[src/rtl/rgb_fx_pkg.sv]
// Shared definitions for the RGB strip effects controller: mode codes,
// the ten-entry colour palette, the pixel layout and the dimming helper.
package rgb_fx_pkg;

  localparam logic [2:0] MODE_OFF     = 3'd0;
  localparam logic [2:0] MODE_SOLID   = 3'd1;
  localparam logic [2:0] MODE_FLASH   = 3'd2;
  localparam logic [2:0] MODE_CHASE   = 3'd3;
  localparam logic [2:0] MODE_RAINBOW = 3'd4;

  localparam int NUM_COLORS = 10;

  typedef struct packed {
    logic [7:0] r;
    logic [7:0] g;
    logic [7:0] b;
  } pixel_t;

  // Indices 10..15 are not in the table; callers map them to black.
  localparam pixel_t PALETTE [NUM_COLORS] = '{
    24'hFFFFFF, 24'hFFFF00, 24'hFF6400, 24'hFF0000, 24'hFF00FF,
    24'h6400FF, 24'h0000FF, 24'h00FFFF, 24'h00FF00, 24'h006400
  };

  // Subtract the dimming offset from one channel, clamping at zero.
  // When d <= c the offset fits in 8 bits, so the low byte is exact.
  function automatic logic [7:0] sat_sub(input logic [7:0] c, input logic [8:0] d);
    return (d > {1'b0, c}) ? 8'd0 : (c - d[7:0]);
  endfunction

endpackage

[src/rtl/rgb_scale.sv]
// Palette lookup followed by brightness dimming. Brightness 15 passes the
// palette colour unchanged; each step below that removes 17 from every
// channel, saturating at zero.
module rgb_scale
  import rgb_fx_pkg::*;
(
  input  logic [3:0] color_idx,
  input  logic [3:0] brightness,
  output pixel_t     pixel
);

  pixel_t     base;
  logic [8:0] d;

  // Look up the base colour and apply the saturating dimming offset.
  always_comb begin
    base    = (color_idx < 4'(NUM_COLORS)) ? PALETTE[color_idx] : '0;
    d       = 9'd17 * 9'(4'd15 - brightness);
    pixel.r = sat_sub(base.r, d);
    pixel.g = sat_sub(base.g, d);
    pixel.b = sat_sub(base.b, d);
  end

endmodule

[src/rtl/rgb_strip_fx.sv]
// LED strip effects controller. Holds the animation state (prescaler,
// chase position, rainbow phase, flash polarity, latched mode) and the
// fully registered strip output. A change of mode restarts the animation:
// the frame produced on that cycle is the new mode's first frame.
module rgb_strip_fx
  import rgb_fx_pkg::*;
#(
  parameter int NUM_LEDS  = 10,
  parameter int FLASH_DIV = 4,
  parameter int STEP_DIV  = 2
) (
  input  logic                  clk,
  input  logic                  rst,
  input  logic [2:0]            mode,
  input  logic [3:0]            brightness,
  input  logic [3:0]            color_code,
  output logic [NUM_LEDS*24-1:0] strip
);

  localparam int MAX_DIV = (FLASH_DIV > STEP_DIV) ? FLASH_DIV : STEP_DIV;
  localparam int CNT_W   = $clog2(MAX_DIV);
  localparam int POS_W   = $clog2(NUM_LEDS);

  localparam logic [CNT_W-1:0] FLASH_LAST = CNT_W'(FLASH_DIV - 1);
  localparam logic [CNT_W-1:0] STEP_LAST  = CNT_W'(STEP_DIV - 1);
  localparam logic [POS_W-1:0] POS_LAST   = POS_W'(NUM_LEDS - 1);
  localparam logic [3:0]       PHASE_LAST = 4'(NUM_COLORS - 1);

  // All animation state in one struct so it can be observed as a unit.
  typedef struct packed {
    logic [2:0]       mode_q;
    logic             flash_on;
    logic [POS_W-1:0] pos;
    logic [3:0]       phase;
    logic [CNT_W-1:0] cnt;
  } fx_state_t;

  fx_state_t st;

  logic                   mode_chg;
  logic                   eff_flash_on;
  logic [POS_W-1:0]       eff_pos;
  logic [3:0]             eff_phase;
  pixel_t                 shared_px;
  logic [NUM_LEDS*24-1:0] rb_flat;
  logic [NUM_LEDS*24-1:0] frame;

  assign mode_chg = (mode != st.mode_q);

  // State the frame is drawn from: on a mode change the animation restarts.
  always_comb begin
    eff_flash_on = mode_chg ? 1'b1 : st.flash_on;
    eff_pos      = mode_chg ? '0   : st.pos;
    eff_phase    = mode_chg ? 4'd0 : st.phase;
  end

  rgb_scale u_shared (
    .color_idx (color_code),
    .brightness(brightness),
    .pixel     (shared_px)
  );

  // Rainbow: pixel i shows palette entry (i + phase) mod NUM_COLORS.
  for (genvar i = 0; i < NUM_LEDS; i++) begin : g_rainbow
    localparam logic [4:0] I_MOD = 5'(i % NUM_COLORS);
    logic [4:0] idx_sum;
    logic [3:0] idx;
    assign idx_sum = I_MOD + {1'b0, eff_phase};
    assign idx     = (idx_sum >= 5'(NUM_COLORS)) ? 4'(idx_sum - 5'(NUM_COLORS)) : idx_sum[3:0];
    rgb_scale u_scale (
      .color_idx (idx),
      .brightness(brightness),
      .pixel     (rb_flat[i*24 +: 24])
    );
  end

  // Assemble the next frame for the requested mode.
  always_comb begin
    frame = '0;
    for (int i = 0; i < NUM_LEDS; i++) begin
      case (mode)
        MODE_SOLID:   frame[i*24 +: 24] = shared_px;
        MODE_FLASH:   if (eff_flash_on) frame[i*24 +: 24] = shared_px;
        MODE_CHASE:   if (eff_pos == POS_W'(i)) frame[i*24 +: 24] = shared_px;
        MODE_RAINBOW: frame[i*24 +: 24] = rb_flat[i*24 +: 24];
        default:      frame[i*24 +: 24] = '0;
      endcase
    end
  end

  // Animation state machine and registered strip output.
  always_ff @(posedge clk) begin
    if (rst) begin
      st.mode_q   <= MODE_OFF;
      st.flash_on <= 1'b1;
      st.pos      <= '0;
      st.phase    <= 4'd0;
      st.cnt      <= '0;
      strip       <= '0;
    end else begin
      strip <= frame;
      if (mode_chg) begin
        // The change cycle is period cycle 0, so the prescaler resumes at 1.
        st.mode_q   <= mode;
        st.flash_on <= 1'b1;
        st.pos      <= '0;
        st.phase    <= 4'd0;
        st.cnt      <= CNT_W'(1);
      end else begin
        case (st.mode_q)
          MODE_FLASH: begin
            if (st.cnt == FLASH_LAST) begin
              st.cnt      <= '0;
              st.flash_on <= ~st.flash_on;
            end else begin
              st.cnt <= st.cnt + 1'b1;
            end
          end
          MODE_CHASE: begin
            if (st.cnt == STEP_LAST) begin
              st.cnt <= '0;
              st.pos <= (st.pos == POS_LAST) ? '0 : st.pos + 1'b1;
            end else begin
              st.cnt <= st.cnt + 1'b1;
            end
          end
          MODE_RAINBOW: begin
            if (st.cnt == STEP_LAST) begin
              st.cnt   <= '0;
              st.phase <= (st.phase == PHASE_LAST) ? 4'd0 : st.phase + 4'd1;
            end else begin
              st.cnt <= st.cnt + 1'b1;
            end
          end
          default: st.cnt <= '0;
        endcase
      end
    end
  end

endmodule

[config.mk]
export PLATFORM = sky130hd
export DESIGN_NAME = rgb_strip_fx
export DESIGN_NICKNAME = d
export VERILOG_FILES = /design/src/rtl/rgb_fx_pkg.sv /design/src/rtl/rgb_scale.sv /design/src/rtl/rgb_strip_fx.sv
export SDC_FILE = /design/constraint.sdc
export NUM_CORES = 1
export LEC_CHECK = 0
export ABC_AREA = 1
export BUFFER_PORTS_ARGS = -buffer_cell sky130_fd_sc_hd__buf_4
export CAP_MARGIN = 20
export CORE_ASPECT_RATIO = 1.25
export CORE_MARGIN = 2
export CORE_UTILIZATION = 50
export CTS_CLUSTER_DIAMETER = 30
export CTS_CLUSTER_SIZE = 40
export DETAILED_ROUTE_END_ITERATION = 10
export PLACE_DENSITY = 0.7
export SYNTH_ARGS = -nofsm -noshare
export SYNTH_HDL_FRONTEND = slang
export SYNTH_SLANG_ARGS = --single-unit
[constraint.sdc]
create_clock -name clk -period 7.9 [get_ports clk]
set_input_delay 1.185 -clock clk [delete_from_list [all_inputs] [get_ports clk]]
set_output_delay 1.185 -clock clk [all_outputs]
set_load 0.02 [all_outputs]
# --- Word level (Yosys, flattened, before mapping) ---
# Memories as Yosys holds them, arrays and structs flattened.
# Cells that the tools add are included.
classes:
  n_mul: 1
  magnitude_cmp: 65
  addsub: 56
  reduce_logical: 6
  eq_ne: 21
  mux: 106
  bitwise: 12
op_table:
  columns: ["cell", "n"]
  rows:
  - ["24-bit two-way mux", 44]
  - ["24-bit one-hot mux with 4 select lines", 10]
  - ["9-bit by 8-bit greater-than comparator with 1-bit output", 33]
  - ["8-bit two-way mux", 33]
  - ["8-bit subtractor", 33]
  - ["4-bit two-way mux", 14]
  - ["5-bit greater-or-equal comparator, second input constant", 11]
  - ["4-bit inverter with 5-bit output", 11]
  - ["5-bit by 4-bit greater-or-equal comparator with 1-bit output, second input constant", 9]
  - ["4-bit less-than comparator, second input constant", 11]
  - ["4-bit subtractor, second input constant", 10]
  - ["3-bit by 4-bit adder with 5-bit output, first input constant", 4]
  - ["4-bit by 3-bit == test with 1-bit output, second input constant", 4]
  - ["4-bit == test, second input constant", 4]
  - ["3-bit by 2-bit == test with 1-bit output, second input constant", 4]
  - ["2-bit by 4-bit adder with 5-bit output, first input constant", 2]
  - ["4-bit by 4-bit adder with 5-bit output, first input constant", 2]
  - ["5-bit by 9-bit multiplier with 9-bit output, first input constant", 1]
  - ["4-bit by 1-bit adder with 4-bit output, second input constant", 2]
  - ["4-bit by 2-bit == test with 1-bit output, second input constant", 2]
  - ["3-bit == test, second input constant", 2]
  - ["2-bit AND reduction", 3]
  - ["1-bit by 4-bit adder with 5-bit output, first input constant", 1]
  - ["4-bit by 4-bit subtractor with 5-bit output, first input constant", 1]
  - ["13 further kinds", 16]
word_totals:
  n_memories: 11
  inputBits: 13
  out_inout_bits: 240
  romBits: 4224
  word_cells: 285
  regBits: 254
mem_list:
  columns: ["memory", "depth", "word_bits", "rd", "rd_clocked_by_memory_dff", "wr", "line_no", "rtl"]
  rows:
  - ["(no name shown)", 16, 24, 1, 0, 0, "rgb_scale.sv:17", "base = (color_idx < 4'(NUM_COLORS)) ? PALETTE[color_idx] : '0;"]
  - ["(no name shown)", 16, 24, 1, 0, 0, "rgb_scale.sv:17", null]
  - ["(no name shown)", 16, 24, 1, 0, 0, "rgb_scale.sv:17", null]
  - ["(no name shown)", 16, 24, 1, 0, 0, "rgb_scale.sv:17", null]
  - ["(no name shown)", 16, 24, 1, 0, 0, "rgb_scale.sv:17", null]
  - ["(no name shown)", 16, 24, 1, 0, 0, "rgb_scale.sv:17", null]
  - ["5 more memories", null, null, null, null, null, null, null]

# --- Depth between registers and ports, before layout ---
# Gate-level depths: netlist of run 1.
logic_depth:
  depth_word: 13
  ltp_mapped: 36
  depth_no_buf: 35

# --- Hierarchy ---
# From an unflattened synthesis of run 1, not the netlist that was laid out.
unflattened:
  hier_cells: 5123
  area_unflattened_um2: 29909.9
modules_own_cells:
  columns: ["module", "seq_area_each_um2", "area_each_um2", "cells_each", "n_inst"]
  rows:
  - ["rgb_scale (g_rainbow[2].u_scale ...)", 0.0, 1615.3, 304, 8]
  - ["rgb_strip_fx", 5084.9, 12186.7, 1811, 1]
  - ["rgb_scale (g_rainbow[0].u_scale ...)", 0.0, 1587.8, 291, 2]
  - ["rgb_scale (g_rainbow[9].u_scale)", 0.0, 1625.3, 298, 1]

# --- Worst setup path before layout of run 1 ---
# No wires, ideal clock.
synth_path:
  path_type: "input to register"
  start: "input port mode[2]"
  end: "register strip[31]"
  path_slack_ns: 2.523
  setup_time_ns: 0.128
  n_path_buf: 2
  path_stages: 26
  t_arrival_ns: 5.249
  t_required_ns: 7.772
  path_cell_list: "xnor2_2 nand2_4 nor2_8 inv_2 buf_2 buf_1 ha_1 inv_1 ha_1 nand2_1 nand2_1 nand2_2 nand2_1 nand2_1 nand2_1 a21oi_2 inv_1 ha_1 nand2_1 o21ai_0 a31oi_1 o21ai_0 xor2_1 nor2_1 a21oi_1 nor2_1"
synth_between:
  elab_chain_len: 13
  elab_cells_between_ends: 25
  classes_between: "add/sub: 3; order compare: 3; eq/ne: 6; mux: 11; bitwise: 1; memory: 1"
synth_lines:
  columns: ["element", "line_no", "rtl"]
  rows:
  - ["start, declared", "rgb_strip_fx.sv:14", "input logic [2:0] mode,"]
  - ["3-bit inequality test", "rgb_strip_fx.sv:48", "assign mode_chg = (mode != st.mode_q);"]
  - ["4-bit two-way mux", "rgb_strip_fx.sv:54", "eff_phase = mode_chg ? 4'd0 : st.phase;"]
  - ["1-bit by 4-bit adder with 5-bit output", "rgb_strip_fx.sv:68", "assign idx_sum = I_MOD + {1'b0, eff_phase};"]
  - ["4-bit subtractor or 5-bit by 4-bit greater-or-equal comparator with 1-bit output (tied branches)", "rgb_strip_fx.sv:69", "assign idx = (idx_sum >= 5'(NUM_COLORS)) ? 4'(idx_sum - 5'(NUM_COLORS)) : idx_sum[3:0];"]
  - ["4-bit two-way mux", "rgb_strip_fx.sv:69", null]
  - ["4-bit inverter with 5-bit output (not written as such)", "rgb_scale.sv:17", null]
  - ["memory read 16 x 24 bit", null, null]
  - ["24-bit two-way mux (not written as such) (2 in a row)", "rgb_scale.sv:17", null]
  - ["24-bit two-way mux", "rgb_scale.sv:17", null]
  - ["8-bit subtractor or 9-bit by 8-bit greater-than comparator with 1-bit output (tied branches)", "rgb_fx_pkg.sv:28", "return (d > {1'b0, c}) ? 8'd0 : (c - d[7:0]);"]
  - ["8-bit two-way mux", "rgb_fx_pkg.sv:28", null]
  - ["24-bit one-hot mux with 4 select lines *", "rgb_strip_fx.sv:81", "case (mode)"]
  - ["end signal, assigned", "rgb_strip_fx.sv:101", "strip <= frame;"]
  - ["end, declared", "rgb_strip_fx.sv:17", "output logic [NUM_LEDS*24-1:0] strip"]
# Mark *: on every way between the ends. The rest lies on a longest branch, timed or not. The select of a mux whose other input is x is not followed.
# A chain may end at the register's enable or synchronous reset.

# --- Final worst setup path of run 1 ---
# Ends and elaborated chain as after synthesis.

==> results.sh, run 1 <==
export IMPL_powerDensity_nw_per_um2=172
export IMPL_cts_sinks=254
export IMPL_cts_root_buffer_cell="clkbuf_16"
export IMPL_chipWidth_um=195
export IMPL_crit_arrival_ps=6520
export IMPL_avgRoutedWirePerCell_um=18.3
export IMPL_syn_area_per_cell_um2=7.04
export IMPL_h_tree_depth=2
export IMPL_crit_fanout=30
export IMPL_synth_largest_area_cell="dfxtp_1"
export IMPL_cts_setup_buffers=0
export IMPL_fin_skew_ps=28.0
export IMPL_fin_nets=3884
export IMPL_setup_tns_ps=0
export IMPL_holdCritPathClass="reg -> reg"
export IMPL_num_rows=87
export IMPL_die_area_um2=47200
export IMPL_outcome="finished, final reports clean"
export IMPL_r2r_start="st[11]$_SDFFE_PP0P_"
export IMPL_grt_pass1_wl_um=116000
export IMPL_cts_buffer_depth=3
export IMPL_gp_routability_congestion=0.981
export IMPL_place_ws_ps=1320
export IMPL_layout_drive_gt1_share_pct=13.5
export IMPL_yosysWarningCount=0
export IMPL_startpoint_type="input pin"
export IMPL_async_flop_share_pct=0
export IMPL_drt_wl_total_um=75000
export IMPL_drt_iter0_markers=1483
export IMPL_finalCriticalPeriod_ps=6090
export IMPL_dr_pass1_iters=8
export IMPL_required_ps=8340
export IMPL_grt_start_max_net_pins=93
export IMPL_grt_overflow=0
export IMPL_post_cts_resized=0
export IMPL_synth_nets=3644
export IMPL_finalSetupViolCount=0
export IMPL_dpl_cell_count=3994
export IMPL_drc_errors=0
export IMPL_min_period_over_period_pct=77.1
export IMPL_ys_flop_type="dfxtp_1"
export IMPL_max_slew_margin_rel_pct=24.1
export IMPL_cts_hold_buf=0
export IMPL_min_to="st[10]$_SDFFE_PP1P_"
export IMPL_grt_pass1_vias=21680
export IMPL_rsz0062_at_grt="no"
export IMPL_slew_viol_final=0
export IMPL_hold_violations=0
export IMPL_final_cell_area_um2=27000
export IMPL_hold_path_startpoint="st[10]$_SDFFE_PP1P_"
export IMPL_synth_top_cell_area_share_pct=22.4
export IMPL_dp_hpwl_um=55000
export IMPL_die_h_um=242
export IMPL_r2r_end="strip[31]$_SDFF_PP0_"
export IMPL_initial_utilization_pct=50.5
export IMPL_ys_top_cells_by_area="dfxtp_1 22%, ha_1 20%, a21oi_1 9.8%"
export IMPL_cap_violations=0
export IMPL_crit_path_end_kind="flop"
export IMPL_worst_slack_ps=1810
export IMPL_antenna_found_initial=1
export IMPL_vdd_drop_max_v=0.000172
export IMPL_ys_ff_latch=254
export IMPL_clk_pin_slew_ps=50
export IMPL_synth_enable_flop_cells=0
export IMPL_layout_commonest_cell="nand2_1"
export IMPL_critical_path_class="in -> reg"
export IMPL_core_area_um2=45100
export IMPL_r2r_slack_ps=2120
export IMPL_p_leak_nw=13.2
export IMPL_worstMarginPinSlew_ps=1130
export IMPL_yosysSeqAreaShare_pct=22.4
export IMPL_yosys_cell_types_count=54
export IMPL_synthCells=3230
export IMPL_boundaryPins=253
export IMPL_cts_buffers=51
export IMPL_insertion_delay_ps=600
export IMPL_vias=22873
export IMPL_final_cell_mix="589 x nand2_1, 447 x a21oi_1, 380 x nor2_1"
export IMPL_syn_to_final_growth_pct=18.9
export IMPL_place_area_um2=25200
export IMPL_n_antenna_cell=0
export IMPL_grt_use_total_pct=30.7
export IMPL_fmax_ghz=0.164
export IMPL_cts_tree="done"
export IMPL_layout_cells_non_filler=4089
export IMPL_antenna_left=0
export IMPL_synth_area_um2=22700
export IMPL_min_path_cells=2
export IMPL_place_port_buffers=252
export IMPL_vias_per_cell=5.59
export IMPL_r2r_cells=27
metal layers:
metal | track usage, % | routed length, um | up-vias
met3 | 3.90 | 4630 | 207
met5 | 0 | 0 | -
met4 | 14.3 | 3510 | 0
met1 | 36.6 | 30300 | 10672
met2 | 54.7 | 36500 | 839
li1 | - | - | 11155
synth_stat cells (3+ instances only):
| master | count |
|---|---|
| nand2_1 | 589 |
| a21oi_1 | 447 |
| nor2_1 | 383 |
| ha_1 | 367 |
| inv_1 | 323 |
| dfxtp_1 | 254 |
| nand3_1 | 122 |
| o21ai_0 | 119 |
| xor2_1 | 103 |
| clkbuf_1 | 66 |
| o21ai_1 | 35 |
| fa_1 | 34 |
| o211ai_1 | 31 |
| xnor2_1 | 29 |
| o21bai_1 | 25 |
| a31oi_1 | 23 |
| o22ai_1 | 23 |
| buf_2 | 22 |
| nand2_2 | 19 |
| nand4_1 | 19 |
| a21o_1 | 17 |
| a22oi_1 | 17 |
| inv_2 | 17 |
| or2_2 | 17 |
| nor3_1 | 14 |
| nand3b_1 | 13 |
| o31ai_1 | 13 |
| clkinv_1 | 10 |
| o21a_1 | 10 |
| o221ai_1 | 8 |
| a21oi_2 | 7 |
| o21ai_2 | 7 |
| nand2_4 | 5 |
| a211oi_1 | 4 |
| buf_1 | 4 |
| nor4_1 | 4 |
| a221oi_1 | 3 |
| nand3_2 | 3 |
| or2_1 | 3 |
area by class of cell:
class,count,area (um2)
Fill cell,4160,18000
Multi-Input combinational cell,2530,16000
Sequential cell,254,5080
Timing Repair Buffer,282,2130
Clock buffer,56,1330
Inverter,351,1320
Tap cell,578,723
Clock inverter,38,488
critical path, stage by stage:
cell and delay [ps]:
buf_4 130, xnor2_2 340, nand2_4 170, nor2_8 410, inv_2 300, ha_1 570, inv_1 230, ha_1 290
nand2_1 100, nand2_1 90, nand2_2 110, nand2_1 80, nand2_1 90, nand2_1 90, a21oi_2 420, inv_1 240
ha_1 430, nand2_1 110, o21ai_0 290, a31oi_1 190, o21ai_0 230, xor2_1 160, nor2_1 50, a21oi_1 130
nor2_1 50
metrics by stage:
step           hold slack [ps]  power (W)  utilization [%]
6_report                   508    0.00466             60.0
5_1_grt                    555    0.00484             60.0
3_5_place_dp               497    0.00242             55.9
3_3_place_gp               486    0.00241             55.9
4_1_cts                    509    0.00468             60.0
2_1_floorplan              452    0.00202                -
power breakdown:
group / switching [W] / leakage [nW] / total (W) / internal [W]
clock network: 0.000805 / 0.882 / 0.00225 / 0.00145
registers: 0.0000279 / 2.07 / 0.00138 / 0.00135
logic: 0.000711 / 10.3 / 0.00103 / 0.000323
total: 0.00154 / 13.2 / 0.00466 / 0.00312
logic make-up (layout without fill, tap and decap cells):
kind of cell	count (synthesis)	in the layout	synth area share, %
AO/OA/AOI/OAI	799	799	19.8
AND/OR/NAND/NOR	1197	1197	22.0
adder cells (fa/ha/maj)	401	401	23.2
flip-flops	254	254	22.4
buffers and inverters	446	727	7.58
XOR/XNOR	133	133	5.16
state kept, by name (all words and copies together) (netlist names):
name   flops
st        14
strip    240
worst max path at each step:
stage / startpoint / end / slack, ps / cells after the start
2_1_floorplan: mode[2] / strip[31]$_SDFF_PP0_ / 2520 / 26
3_5_place_dp: mode[2] / strip[31]$_SDFF_PP0_ / 1320 / 25
5_1_grt: mode[2] / strip[31]$_SDFF_PP0_ / 1300 / 25
3_3_place_gp: mode[2] / strip[31]$_SDFF_PP0_ / 1500 / 25
6_report: mode[2] / strip[31]$_SDFF_PP0_ / 1810 / 25
4_1_cts: mode[1] / strip[31]$_SDFF_PP0_ / 1930 / 28
Note: power is estimated with default switching activity, not from simulation.
==> inputs of run 2 (changes only) <==
--- a/config.mk
+++ b/config.mk
@@ -14,7 +14,7 @@
 export CTS_CLUSTER_DIAMETER = 30
 export CTS_CLUSTER_SIZE = 40
 export DETAILED_ROUTE_END_ITERATION = 10
-export PLACE_DENSITY = 0.7
+export PLACE_DENSITY = 0.72
 export SYNTH_ARGS = -nofsm -noshare
 export SYNTH_HDL_FRONTEND = slang
 export SYNTH_SLANG_ARGS = --single-unit
==> constraint.sdc (replaced) <==
create_clock -name clk -period 5.4 [get_ports clk]
set_input_delay 0.81 -clock clk [delete_from_list [all_inputs] [get_ports clk]]
set_output_delay 0.81 -clock clk [all_outputs]
set_load 0.02 [all_outputs]
==> results.sh, run 2 (synthesis results as in run 1) <==
export IMPL_layout_commonest_cell="nand2_1"
export IMPL_gp_routability_congestion=0.967
export IMPL_cts_setup_buffers=0
export IMPL_clk_pin_slew_ps=50
export IMPL_holdCritPathClass="in -> reg"
export IMPL_layout_drive_gt1_share_pct=14.9
export IMPL_core_area_um2=45100
export IMPL_slew_viol_final=0
export IMPL_cts_buffer_depth=3
export IMPL_max_flop_register="strip"
export IMPL_cts_root_buffer_cell="clkbuf_16"
export IMPL_final_cell_mix="589 x nand2_1, 447 x a21oi_1, 383 x nor2_1"
export IMPL_crit_path_end_kind="flop"
export IMPL_dp_hpwl_um=57200
export IMPL_cts_sinks=254
export IMPL_largest_reg_flops=240
export IMPL_cts_tree="done"
export IMPL_hold_slack_ps=472
export IMPL_max_slew_margin_rel_pct=22.5
export IMPL_rsz0062_at_grt="no"
export IMPL_swShare_pct=33.0
export IMPL_antenna_found_initial=0
export IMPL_antenna_left=0
export IMPL_p_leak_nw=13.6
export IMPL_syn_to_final_growth_pct=21.4
export IMPL_place_ws_ps=177
export IMPL_place_area_um2=25700
export IMPL_worst_slack_ps=593
export IMPL_cts_buffers=50
export IMPL_grt_pass1_vias=22724
export IMPL_power_switching_w=0.00231
export IMPL_vias=23288
export IMPL_vias_per_cell=5.61
export IMPL_fmax_ghz=0.208
export IMPL_grt_overflow=0
export IMPL_largestRegisters="strip: 240 flops, st: 14 flops"
export IMPL_die_h_um=242
export IMPL_h_tree_depth=2
export IMPL_boundaryPins=253
export IMPL_outcome="finished, final reports clean"
export IMPL_vdd_drop_max_v=0.000313
export IMPL_drt_wl_total_um=77000
export IMPL_powerDensity_nw_per_um2=253
export IMPL_dr_pass1_iters=7
export IMPL_drt_iter0_markers=1796
export IMPL_power_frac_comb_pct=22.2
export IMPL_place_port_buffers=252
export IMPL_setup_tns_ps=0
export IMPL_cts_hold_buf=0
export IMPL_min_period_over_period_pct=89.0
export IMPL_p_clk_share_pct=49.0
export IMPL_avgRoutedWirePerCell_um=18.6
export IMPL_fin_nets=3946
export IMPL_grt_pass1_wl_um=119000
export IMPL_fin_skew_ps=14.4
export IMPL_grt_use_total_pct=31.6
export IMPL_hold_violations=0
export IMPL_final_cell_area_um2=27600
export IMPL_n_antenna_cell=0
export IMPL_post_cts_resized=0
export IMPL_worstMarginPinSlew_ps=1160
export IMPL_drc_errors=0
export IMPL_crit_arrival_ps=5260
export IMPL_num_rows=87
export IMPL_startpoint_type="flop"
export IMPL_chipWidth_um=195
export IMPL_grt_start_max_net_pins=115
export IMPL_critical_path_class="reg -> reg"
export IMPL_cap_violations=0
export IMPL_p_int_w=0.00468
export IMPL_initial_utilization_pct=50.5
export IMPL_crit_fanout=7
export IMPL_insertion_delay_ps=610
export IMPL_die_area_um2=47200
export IMPL_seqPwrFrac_pct=28.8
export IMPL_required_ps=5850
export IMPL_finalSetupViolCount=0
export IMPL_finalCriticalPeriod_ps=4810
-- run 2: cell types whose count changed in the layout (fill, tap and decap cells not counted), sizes merged --
| cell | delta |
|---|---|
| inv | +3 |
| clkinvlp | -3 |
| bufinv | +2 |
| buf | +63 |
| clkinv | -3 |
| clkbuf | +1 |
-- run 2: path summary, 6_finish.rpt --
kind,startpoint,depth (start not counted),slack (ps),to
min reg2reg,st[10]$_SDFFE_PP1P_,2,500,st[10]$_SDFFE_PP1P_
min,mode[0],3,470,st[11]$_SDFFE_PP0P_
max,st[11]$_SDFFE_PP0P_,25,590,strip[151]$_SDFF_PP0_
max reg2reg,st[11]$_SDFFE_PP0P_,25,590,strip[151]$_SDFF_PP0_
-- run 2: layer usage --
layer	up-vias	routed length [um]	GRT usage, %
met5	-	0	0
li1	11295	-	-
met1	10785	30500	36.4
met3	264	4790	4.16
met4	0	4260	17.2
met2	944	37500	56.4
-- run 2: worst max-delay path, cell delays in order, from the launching register on --
cell,delay (ps)
dfxtp_1,380
inv_1,90
nand2_1,80
nand2_2,80
nor2_8,180
nand2_4,130
inv_4,110
nand2_4,90
ha_1,280
ha_1,340
nand3_1,100
inv_1,50
nor2_1,150
nand3_1,110
nand2_2,140
nor2_1,70
o21ai_1,650
ha_1,440
a21oi_1,220
o21ai_0,180
a31oi_1,260
o21ai_0,140
xor2_1,140
nor2_1,50
a21oi_1,140
nor2_1,50
-- run 2: area by class of cell --
type	instances	area (um2)
fillers	4141	17500
well taps	578	723
flip-flops and latches	254	5080
clock inverters	37	552
multi-input cells	2530	16000
clock buffers	57	1320
repair buffers	345	2640
inverters	351	1320
-- run 2: metrics by stage --
stage          utilization, %  instances  power, W
4_1_cts                  61.1       4149   0.00701
6_report                 61.2       4152   0.00699
2_1_floorplan               -       3230   0.00295
3_5_place_dp             57.0       4055   0.00357
5_1_grt                  61.2       4152   0.00724
3_3_place_gp             56.9       4053   0.00355
-- run 2: power groups by stage --
| stage | clock network [W] | logic [W] | registers, W |
|---|---|---|---|
| final | 0.00343 | 0.00155 | 0.00201 |
| after global placement | 0 | 0.00150 | 0.00205 |
| after global routing | 0.00356 | 0.00166 | 0.00202 |
| after detailed placement | 0 | 0.00152 | 0.00205 |
| after CTS | 0.00347 | 0.00153 | 0.00202 |
| after floorplan | 0 | 0.000793 | 0.00216 |
==> inputs of run 3 (changes only) <==
--- a/config.mk
+++ b/config.mk
@@ -14,7 +14,8 @@
 export CTS_CLUSTER_DIAMETER = 30
 export CTS_CLUSTER_SIZE = 40
 export DETAILED_ROUTE_END_ITERATION = 10
-export PLACE_DENSITY = 0.72
+export PLACE_DENSITY_LB_ADDON = 0.15
 export SYNTH_ARGS = -nofsm -noshare
 export SYNTH_HDL_FRONTEND = slang
 export SYNTH_SLANG_ARGS = --single-unit
+export TNS_END_PERCENT = 30
==> results.sh, run 3 (synthesis results as in run 1) <==
export IMPL_place_area_um2=25700
export IMPL_layout_drive_gt1_share_pct=14.8
export IMPL_hold_violations=0
export IMPL_cap_violations=0
export IMPL_p_clk_share_pct=46.7
export IMPL_dr_pass1_iters=5
export IMPL_antenna_left=0
export IMPL_p_leak_nw=13.5
export IMPL_drt_wl_total_um=76600
export IMPL_dp_hpwl_um=57100
export IMPL_crit_arrival_ps=5410
export IMPL_antenna_found_initial=0
export IMPL_die_h_um=242
export IMPL_place_port_buffers=252
export IMPL_drc_errors=0
export IMPL_drt_iter0_markers=1442
export IMPL_num_rows=87
export IMPL_grt_overflow=0
export IMPL_setup_tns_ps=0
export IMPL_grt_pass1_vias=22418
export IMPL_min_period_over_period_pct=92.3
export IMPL_outcome="finished, final reports clean"
export IMPL_largest_reg_flops=240
export IMPL_fillers=4233
export IMPL_cts_setup_buffers=0
export IMPL_startpoint_type="flop"
export IMPL_utilization_pct=60.9
export IMPL_chipWidth_um=195
export IMPL_power_frac_comb_pct=23.3
export IMPL_cts_sinks=254
export IMPL_swShare_pct=32.8
export IMPL_initial_utilization_pct=50.5
export IMPL_grt_pass1_wl_um=119000
export IMPL_syn_to_final_growth_pct=20.7
export IMPL_largestRegisters="strip: 240 flops, st: 14 flops"
export IMPL_cts_tree="done"
export IMPL_setup_worst_path_start="st[11]$_SDFFE_PP0P_"
export IMPL_worstMarginPinSlew_ps=1040
export IMPL_max_flop_register="strip"
export IMPL_vias=22909
export IMPL_power_switching_w=0.00221
export IMPL_multi_input_area_um2=16000
export IMPL_insertion_delay_ps=580
export IMPL_core_area_um2=45100
export IMPL_cts_buffers=49
export IMPL_fin_skew_ps=14.0
export IMPL_grt_use_total_pct=31.8
export IMPL_required_ps=5830
export IMPL_final_cell_area_um2=27400
export IMPL_n_antenna_cell=0
export IMPL_grt_start_max_net_pins=172
export IMPL_boundaryPins=253
export IMPL_holdCritPathClass="in -> reg"
export IMPL_powerDensity_nw_per_um2=246
export IMPL_r2r_start="st[11]$_SDFFE_PP0P_"
export IMPL_max_slew_margin_rel_pct=30.4
export IMPL_h_tree_depth=2
export IMPL_slew_viol_final=0
export IMPL_vdd_drop_max_v=0.000246
export IMPL_vias_per_cell=5.52
export IMPL_rsz0062_at_grt="no"
export IMPL_crit_path_end_kind="flop"
export IMPL_critical_path_class="reg -> reg"
export IMPL_die_area_um2=47200
export IMPL_gp_routability_congestion=0.981
export IMPL_hold_slack_ps=487
export IMPL_seqPwrFrac_pct=30.0
export IMPL_clk_pin_slew_ps=50
export IMPL_r2r_slack_ps=420
export IMPL_finalSetupViolCount=0
export IMPL_final_cell_mix="589 x nand2_1, 446 x a21oi_1, 383 x nor2_1"
export IMPL_cts_buffer_depth=3
export IMPL_finalCriticalPeriod_ps=4980
export IMPL_fin_nets=3945
export IMPL_fmax_ghz=0.201
export IMPL_p_int_w=0.00453
export IMPL_hold_path_startpoint="mode[2]"
export IMPL_crit_fanout=13
export IMPL_seq_area_um2=5080
export IMPL_worstSetupEndpoint="strip[151]$_SDFF_PP0_"
export IMPL_layout_commonest_cell="nand2_1"
export IMPL_avgRoutedWirePerCell_um=18.5
export IMPL_r2r_end="strip[151]$_SDFF_PP0_"
export IMPL_r2r_cells=26
export IMPL_cts_root_buffer_cell="clkbuf_16"
[run 3: how the worst min path moves through the flow]
stage / cells past startpoint / to / slack, ps
after floorplan: 2 / st[10]$_SDFFE_PP1P_ / 450
after global placement: 2 / st[10]$_SDFFE_PP1P_ / 470
after detailed placement: 2 / st[10]$_SDFFE_PP1P_ / 490
after CTS: 3 / st[13]$_SDFFE_PP0P_ / 460
after global routing: 3 / st[13]$_SDFFE_PP0P_ / 480
final: 3 / st[13]$_SDFFE_PP0P_ / 490
[run 3: layout make-up]
type,count,share of cell area [%]
clock inverter,37,1.57
clock buffer,53,4.68
timing repair buffer,345,9.59
multi-input combinational,2530,58.2
sequential,254,18.5
tap,578,2.64
inverter,351,4.82
[run 3: stage by stage]
step                power [W]  instances  setup slack (ps)
global placement      0.00360       4058               172
CTS                   0.00678       4148               497
detailed placement    0.00361       4058              15.4
finish                0.00674       4148               417
global route          0.00700       4148              6.61
floorplan             0.00295       3230               398
[run 3: power groups by stage]
stage          clock network [W]  logic (W)  registers (W)
2_1_floorplan                  0   0.000793        0.00216
3_3_place_gp                   0    0.00155        0.00206
3_5_place_dp                   0    0.00155        0.00206
4_1_cts                  0.00320    0.00156        0.00202
5_1_grt                  0.00328    0.00170        0.00202
6_report                 0.00315    0.00157        0.00202
[run 3: timing repair]
item | 4_1_cts | 5_1_grt
endpoints found under the setup margin | 0 | 6
hold buffers | 0 | 0
gates resized for setup | 0 | 2
[run 3: worst max-delay path: stages, from the launching register on]
cell	delay (ps)
dfxtp_1	380
inv_1	90
nand2_1	80
nand2_2	90
nor2_8	180
nand2_4	130
inv_4	120
nand2_4	140
ha_1	300
ha_1	320
nand3_1	90
inv_1	50
nor2_1	150
nand3_1	120
nand2_2	140
nor2_1	60
o21ai_1	730
inv_1	250
ha_1	280
a21oi_1	190
o21ai_0	180
a31oi_1	240
o21ai_0	130
xor2_1	140
nor2_1	50
a21oi_1	140
nor2_1	50
[run 3: metal layers]
metal  global-route usage, %  up-vias  wire, um
li1                        -    11283         -
met1                    37.6    10610     31000
met2                    55.9      813     37000
met3                    4.23      203      4580
met4                    16.7        0      3980
met5                       0        -         0
